===== src/rtl/ifft_frame_ctrl.sv =====
// Frames mapper symbols into FFT_LEN-point IFFT input blocks with DC/guard nulls,
// and watches the IFFT core's output stream for framing errors and block exponents.
module ifft_frame_ctrl #(
   parameter int FFT_LEN = 64,
   parameter int NULL_LO = 27,
   parameter int NULL_HI = 37,
   parameter int DW      = 8
) (
   input  logic          clk,
   input  logic          reset_n,
   input  logic          enable,
   input  logic          in_valid,
   output logic          in_ready,
   input  logic [DW-1:0] in_real,
   input  logic [DW-1:0] in_imag,
   output logic          fft_sink_valid,
   input  logic          fft_sink_ready,
   output logic          fft_sink_sop,
   output logic          fft_sink_eop,
   output logic [DW-1:0] fft_sink_real,
   output logic [DW-1:0] fft_sink_imag,
   output logic [1:0]    fft_sink_error,
   output logic          fft_inverse,
   input  logic          fft_source_valid,
   input  logic          fft_source_ready,
   input  logic          fft_source_sop,
   input  logic          fft_source_eop,
   input  logic [1:0]    fft_source_error,
   input  logic [5:0]    fft_source_exp,
   output logic          frame_done,
   output logic [15:0]   frame_cnt,
   output logic [5:0]    exp_last,
   output logic          err_sticky,
   input  logic          clr_err
);

   localparam int            KW     = $clog2(FFT_LEN);
   localparam logic [KW-1:0] K_LAST = KW'(FFT_LEN - 1);
   localparam logic [KW-1:0] K_NLO  = KW'(NULL_LO);
   localparam logic [KW-1:0] K_NHI  = KW'(NULL_HI);

   typedef enum logic {ST_IDLE, ST_FEED} state_t;

   state_t        r_state;
   logic [KW-1:0] r_k;
   logic          r_valid, r_sop, r_eop;
   logic [DW-1:0] r_real, r_imag;

   logic          w_null, w_load, w_adv;

   always_comb begin
      w_null = (r_k == '0) || ((r_k >= K_NLO) && (r_k <= K_NHI));
      w_load = (r_state == ST_FEED) && (!r_valid || fft_sink_ready);
      w_adv  = w_load && (w_null || in_valid);
   end

   // in_ready depends only on state, k and the output register: never on in_valid
   assign in_ready       = w_load && !w_null;
   assign fft_sink_valid = r_valid;
   assign fft_sink_sop   = r_sop;
   assign fft_sink_eop   = r_eop;
   assign fft_sink_real  = r_real;
   assign fft_sink_imag  = r_imag;
   assign fft_sink_error = 2'b00;
   assign fft_inverse    = 1'b1;

   always_ff @(posedge clk or negedge reset_n) begin
      if (!reset_n) begin
         r_state <= ST_IDLE;
         r_k     <= '0;
         r_valid <= 1'b0;
         r_sop   <= 1'b0;
         r_eop   <= 1'b0;
         r_real  <= '0;
         r_imag  <= '0;
      end else begin
         case (r_state)
            ST_IDLE: begin
               // drain the final bin of the last frame
               if (fft_sink_ready)
                  r_valid <= 1'b0;
               if (enable) begin
                  r_state <= ST_FEED;
                  r_k     <= '0;
               end
            end
            ST_FEED: begin
               if (w_load) begin
                  if (w_adv) begin
                     r_valid <= 1'b1;
                     r_sop   <= (r_k == '0);
                     r_eop   <= (r_k == K_LAST);
                     r_real  <= w_null ? '0 : in_real;
                     r_imag  <= w_null ? '0 : in_imag;
                     r_k     <= r_k + KW'(1);
                     if ((r_k == K_LAST) && !enable)
                        r_state <= ST_IDLE;
                  end else begin
                     r_valid <= 1'b0;
                  end
               end
            end
            default: r_state <= ST_IDLE;
         endcase
      end
   end

   logic [KW-1:0] r_oc;
   logic          w_beat, w_err;

   always_comb begin
      w_beat = fft_source_valid && fft_source_ready;
      w_err  = w_beat && ((fft_source_sop && (r_oc != '0)) ||
                          (!fft_source_sop && (r_oc == '0)) ||
                          (fft_source_eop && (r_oc != K_LAST)) ||
                          (!fft_source_eop && (r_oc == K_LAST)) ||
                          (fft_source_error != 2'b00));
   end

   always_ff @(posedge clk or negedge reset_n) begin
      if (!reset_n) begin
         r_oc       <= '0;
         frame_done <= 1'b0;
         frame_cnt  <= '0;
         exp_last   <= '0;
         err_sticky <= 1'b0;
      end else begin
         frame_done <= w_beat && fft_source_eop;
         if (w_beat) begin
            if (fft_source_eop) begin
               r_oc      <= '0;
               exp_last  <= fft_source_exp;
               frame_cnt <= frame_cnt + 16'd1;
            end else if (fft_source_sop) begin
               r_oc <= KW'(1);
            end else begin
               r_oc <= r_oc + KW'(1);
            end
         end
         // a fresh error outranks a simultaneous clear
         if (w_err)
            err_sticky <= 1'b1;
         else if (clr_err)
            err_sticky <= 1'b0;
      end
   end

endmodule

===== config.mk =====
export PLATFORM = sky130hd
export DESIGN_NAME = ifft_frame_ctrl
export DESIGN_NICKNAME = d
export VERILOG_FILES = /design/src/rtl/ifft_frame_ctrl.sv
export SDC_FILE = /design/constraint.sdc
export NUM_CORES = 1
export LEC_CHECK = 0
export ABC_AREA = 1
export CORE_MARGIN = 2
export CORE_UTILIZATION = 48
export DETAILED_ROUTE_END_ITERATION = 10
export GPL_ROUTABILITY_DRIVEN = 0
export GPL_TIMING_DRIVEN = 0
export PLACE_DENSITY_LB_ADDON = 0.15
export SLEW_MARGIN = 25
export SYNTH_ARGS = -nofsm -noshare
export SYNTH_HDL_FRONTEND = slang
export SYNTH_SLANG_ARGS = --single-unit

===== constraint.sdc =====
create_clock -name clk -period 1.7 [get_ports clk]
set_input_delay 0.17 -clock clk [delete_from_list [all_inputs] [get_ports clk]]
set_output_delay 0.17 -clock clk [all_outputs]
set_load 0.02 [all_outputs]

---- Word level (Yosys, flattened, before mapping) ----
Cells that the tools add are included.
storage, ports and cells
  bits in registers ....................... 56
  input port bits ......................... 34
operators by class
  $add $sub $neg .......................... 3
  order comparisons ....................... 2
  equal/unequal tests ..................... 7
  multiplexer cells ....................... 19
  bitwise gates (word level) .............. 1
  reductions and logical operators ........ 33
operators by type and width
  cell                                                    number
  two-way mux 6 bit                                       5
  adder 16 x 1 -> 16 bit (second input constant)          1
  two-way mux 8 bit                                       2
  adder 6 x 1 -> 6 bit (second input constant)            2
  equality test 6 bit (second input constant)             2
  logical AND 1 bit                                       12
  zero test 6 bit                                         2
  one-hot mux 6 bit (2 select lines)                      1
  two-way mux 1 bit                                       9
  logical OR 1 bit                                        7
  >= comparator 6 x 5 -> 1 bit (second input constant)    1
  <= comparator 6 bit (second input constant)             1
  inequality test 6 bit (second input constant)           1
  AND reduction 3 bit                                     2
  nonzero test 6 bit                                      1
  zero test 1 bit                                         5
  inequality test 2 x 1 -> 1 bit (second input constant)  2
  inequality test 2 bit (second input constant)           2
  one-hot mux 1 bit (2 select lines)                      2
  AND reduction 2 bit                                     2
  nonzero test 2 bit                                      2
  inverter 1 bit                                          1

---- Longest topological paths before layout ----
  depth in word-level cells ............... 8
  gate-level depth with buffers ........... 10
  mapped depth without buffers ............ 10

---- Worst setup path before layout ----
No wires, ideal clock.
  kind .................................... reg2reg
  from .................................... register r_k[0]
  to ...................................... register r_imag[0], in the netlist fft_sink_imag[0]
  setup time .............................. 0.065 ns
  data arrival time ....................... 1.428 ns
  data required time ...................... 1.635 ns
  path slack .............................. 0.207 ns
  stages on the path, launching flop included .. 11
  period minus slack after synthesis ...... 1.493 ns
  path through ............................ dfrtp_1 inv_1 ha_1 nor2_2 nand2_1 nand2_2 nand3_2 nor2_4 buf_6 nand3_1 nand2_1
between the ends
  word-level cells in the longest chain between the ends .. 6
  elaborated cells on any way between the ends .. 9
  classes of those cells .................. order compare (2); mux (1); reduce/logical (6)
ends and longest elaborated chain
  element                                                              line  text
  from (decl)                                                          45    logic [KW-1:0] r_k;
  from (signal assigned)                                               95    r_k <= r_k + KW'(1);
  >= comparator 6 x 5 -> 1 bit or <= comparator 6 bit (tied branches)  52    w_null = (r_k == '0) || ((r_k >= K_NLO) && (r_k <= K_NHI));
  logical AND 1 bit                                                    52
  logical OR 1 bit (*)                                                 52
  logical OR 1 bit                                                     54    w_adv = w_load && (w_null || in_valid);
  logical AND 1 bit                                                    54
  AND reduction 3 bit (no line)                                        --
  to (signal assigned)                                                 94    r_imag <= w_null ? '0 : in_imag;
  to (decl)                                                            47    logic [DW-1:0] r_real, r_imag;
Mark *: on every way between the ends. The rest lies on a longest branch, timed or not.
A chain may end at the register's enable or synchronous reset.

---- Worst setup path after layout ----
  from .................................... register r_k[1]
  to ...................................... output port in_ready
between the ends
  word-level cells in the longest chain between the ends .. 5
  elaborated cells on any way between the ends .. 7
  classes of those cells .................. order compare (2); reduce/logical (5)
ends and longest elaborated chain
  element                                                              line  text
  >= comparator 6 x 5 -> 1 bit or <= comparator 6 bit (tied branches)  52
  logical AND 1 bit                                                    52
  logical OR 1 bit (*)                                                 52
  zero test 1 bit (*)                                                  58    assign in_ready = w_load && !w_null;
  logical AND 1 bit (*)                                                58
  to (decl)                                                            13    output logic in_ready,
Marks and branches as above.

==> results.md <==
- HPWL after detailed placement: 4509 µm
- CTS tree: yes
- Final worst slack: -181.3 ps
- Pin count of the biggest net entering global routing: 35
- Cell variety after synth: 28
- Initial Util: 50.30%
- Sw Pwr: 2.193 mW
- Post-synth ARST share: 100.0%
- Synth Warn #: 0
- Lkg Pwr: 1.979 nW
- EDFF count, synth: 0
- Via count: 2455
- Final nets: 477
- Critical path endpoint category: output pin
- Crit path from: r_k[1]
- Peak VDD IR: 0.8075 mV
- Fin Hold WS: 298.0 ps
- Core area: 0.005574 mm²
- RSZ-0062 raised after global routing: yes
- Antenna viol nets, final: 0
- CP Max Fanout: 4
- # rows: 27
- Via density per instance: 4.814
- Antenna diode count: 0
- Pwr Density: 1389 mW/mm²
- Flop pwr share: 35.2%
- TritonCTS Buffers: 5
- Ports: 81
- DIE HEIGHT: 80.43 µm
- Final Hold Vio Count: 0
- Port-buffer cells: 76
- Post-Syn Area per Cell: 8.296 µm²
- CTS Sinks: 56
- # DRC: 0
- Clk_lat worst skew: 300 ps
- Max-cap violation count: 0
- R2r startpoint: r_k[1]
- Wire per inst: 13.68 µm
- Setup TNS: -1048 ps
- Clk pwr share: 15.0%
- Initial antenna violation count: 0
- Critical Path AT: 1710 ps
- First-pass GRT wire length: 10740 µm
- Synthesis-stage register bit count: 56
- Drt first pass iters: 5
- Final worst-path cycle share: 110.7%
- Die area: 0.006469 mm²
- Post-DP Area: 0.003676 mm²
- GRT Util Overall: 21.47%
- P_int: 3.447 mW
- Area growth from synthesis to layout: 44.85%
- Kind of critical path: flop to output pin
- DRT Wirelength: 6977 µm
- Largest cells by area after synthesis: dfrtp_1 50%, nand2_1 15%, nand3_1 6.1%, inv_1 5.0%, xor2_1 4.4%
- Area leader, netlist: dfrtp_1
- CTS clk-pin slew, worst paths: 100 ps
- Dominant synthesized flop cell: dfrtp_1
- Setup Skew: 5.039 ps
- Layout cell share with drive strength beyond 1: 16.21%
- Overall die width: 80.43 µm
- Slew Viols, Final: 0
- Top cell type's share of synthesized area: 49.98%
- Most common cell in the netlist: nand2_1
- Fin area: 0.004061 mm²
- Synth Cell Area: 0.002804 mm²
- Top cells by count, synth: 109 x nand2_1, 56 x dfrtp_1, 37 x inv_1, 34 x nand3_1, 27 x nor2_1
- Initial DRC count: 91
- Sw frac: 38.89%
- Post-synthesis sequential area ratio: 49.98%
- GRT Residual Overflow: 0
- Hold crit path type: input port to asynchronous set/reset pin
- H-tree levels: 2
- Failing checks: negative setup slack
- FMAX: 531.5 MHz
- Minimum clock period after layout: 1881 ps
- Final setup fails: 26
- Overall power: 5.640 mW
- Clk buf depth: 2
- Combinational share of power: 49.8%
- Outcome: finished with violations
- WP data required: 1530 ps
- Syn Inst Count: 338
- Vias in the first global route: 2415
- R2R cell count: 11
- Clk root buf: clkbuf_8
- Crit start category: flop
-- worst max-delay path: stages, from the launching register on --
cell and delay (ps):
dfrtp_1 440, inv_2 100, ha_4 190, nor2_4 90, nand2_2 80, nand2_4 90, nand3_4 70, nor2_4 110
buf_6 120, buf_6 100
-- metal layers --
layer  GRT usage, %  wire (µm)  vias up
li1               -          -     1244
met3          5.281        449        4
met1          25.49       2905     1130
met5              0          0        -
met2          38.00       3574       77
met4          6.949         48        0
-- area by class of cell --
| cell class | count | area, µm² |
|---|---|---|
| multi-input combinational | 236 | 1316 |
| tap | 72 | 90.09 |
| clock inverter | 2 | 35.03 |
| buffer | 9 | 82.58 |
| clock buffer | 6 | 72.57 |
| timing repair buffer | 90 | 915.9 |
| sequential | 56 | 1403 |
| inverter | 39 | 146.4 |
| fill | 438 | 1513 |
-- power by group through the flow --
stage               registers [mW]  logic [mW]  clock network, mW
floorplan                     2.29       0.909                  0
global placement              1.95        2.16                  0
detailed placement            1.96        2.20                  0
CTS                           1.96        2.49              0.881
global route                  2.03        3.01              0.934
finish                        1.98        2.81              0.844
-- final timing paths --
check	to	slack, ps
max	in_ready	-180
min	exp_last[2]	300
max reg2reg	r_k[5]	-80
min reg2reg	exp_last[2]	480
max in group asynchronous	frame_cnt[10]	940
min in group clk	fft_sink_real[3]	330
-- timing repair --
item                                    4_1_cts  5_1_grt
hold buffers                                  1        0
resized for setup                            28       21
setup buffers                                 8        5
endpoints found under the hold margin        22        0
pin swaps                                     9       19
endpoints found under the setup margin       10       27
cloned                                        2        1
-- per-stage QoR --
| step | utilization (%) | cells | setup WS, ps |
|---|---|---|---|
| 2_1_floorplan | - | 339 | 206.8 |
| 3_3_place_gp | 65.63 | 487 | -1283 |
| 3_5_place_dp | 65.95 | 488 | -553.7 |
| 4_1_cts | 70.53 | 507 | -147.4 |
| 5_1_grt | 72.86 | 510 | -265.3 |
| 6_report | 72.86 | 510 | -181.3 |
-- registers in the layout, indices dropped and copies added, names as in the netlist --
name	cells
err_sticky	1
fft_sink_imag	8
frame_cnt	16
r_k	6
r_oc	6
fft_sink_sop	1
fft_sink_eop	1
fft_sink_valid	1
r_state	1
fft_sink_real	8
frame_done	1
exp_last	6
-- cells in the final DEF, fill, tap and decap left out, types with 5 or more instances in the layout --
| cell | count |
|---|---|
| dfrtp_1 | 55 |
| clkdlybuf4s50_1 | 74 |
| inv_1 | 34 |
| buf_4 | 10 |
| o21ai_0 | 6 |
| nand2_2 | 17 |
| nor3_1 | 5 |
| xor2_1 | 14 |
| nand2_1 | 94 |
| buf_6 | 8 |
| nand3_1 | 32 |
| nor2_1 | 26 |
| clkbuf_8 | 5 |
-- cells by family after synthesis --
| group | after synthesis | synth area share (%) |
|---|---|---|
| AO/OA/AOI/OAI | 13 | 2.410 |
| adder cells (fa/ha/maj) | 6 | 2.677 |
| AND/OR/NAND/NOR | 197 | 31.77 |
| other | 2 | 0.2678 |
| XOR/XNOR | 16 | 4.998 |
| buffers and inverters | 48 | 7.898 |
| flip-flops | 56 | 49.98 |
No activity file was read; power rests on OpenSTA's default activity.
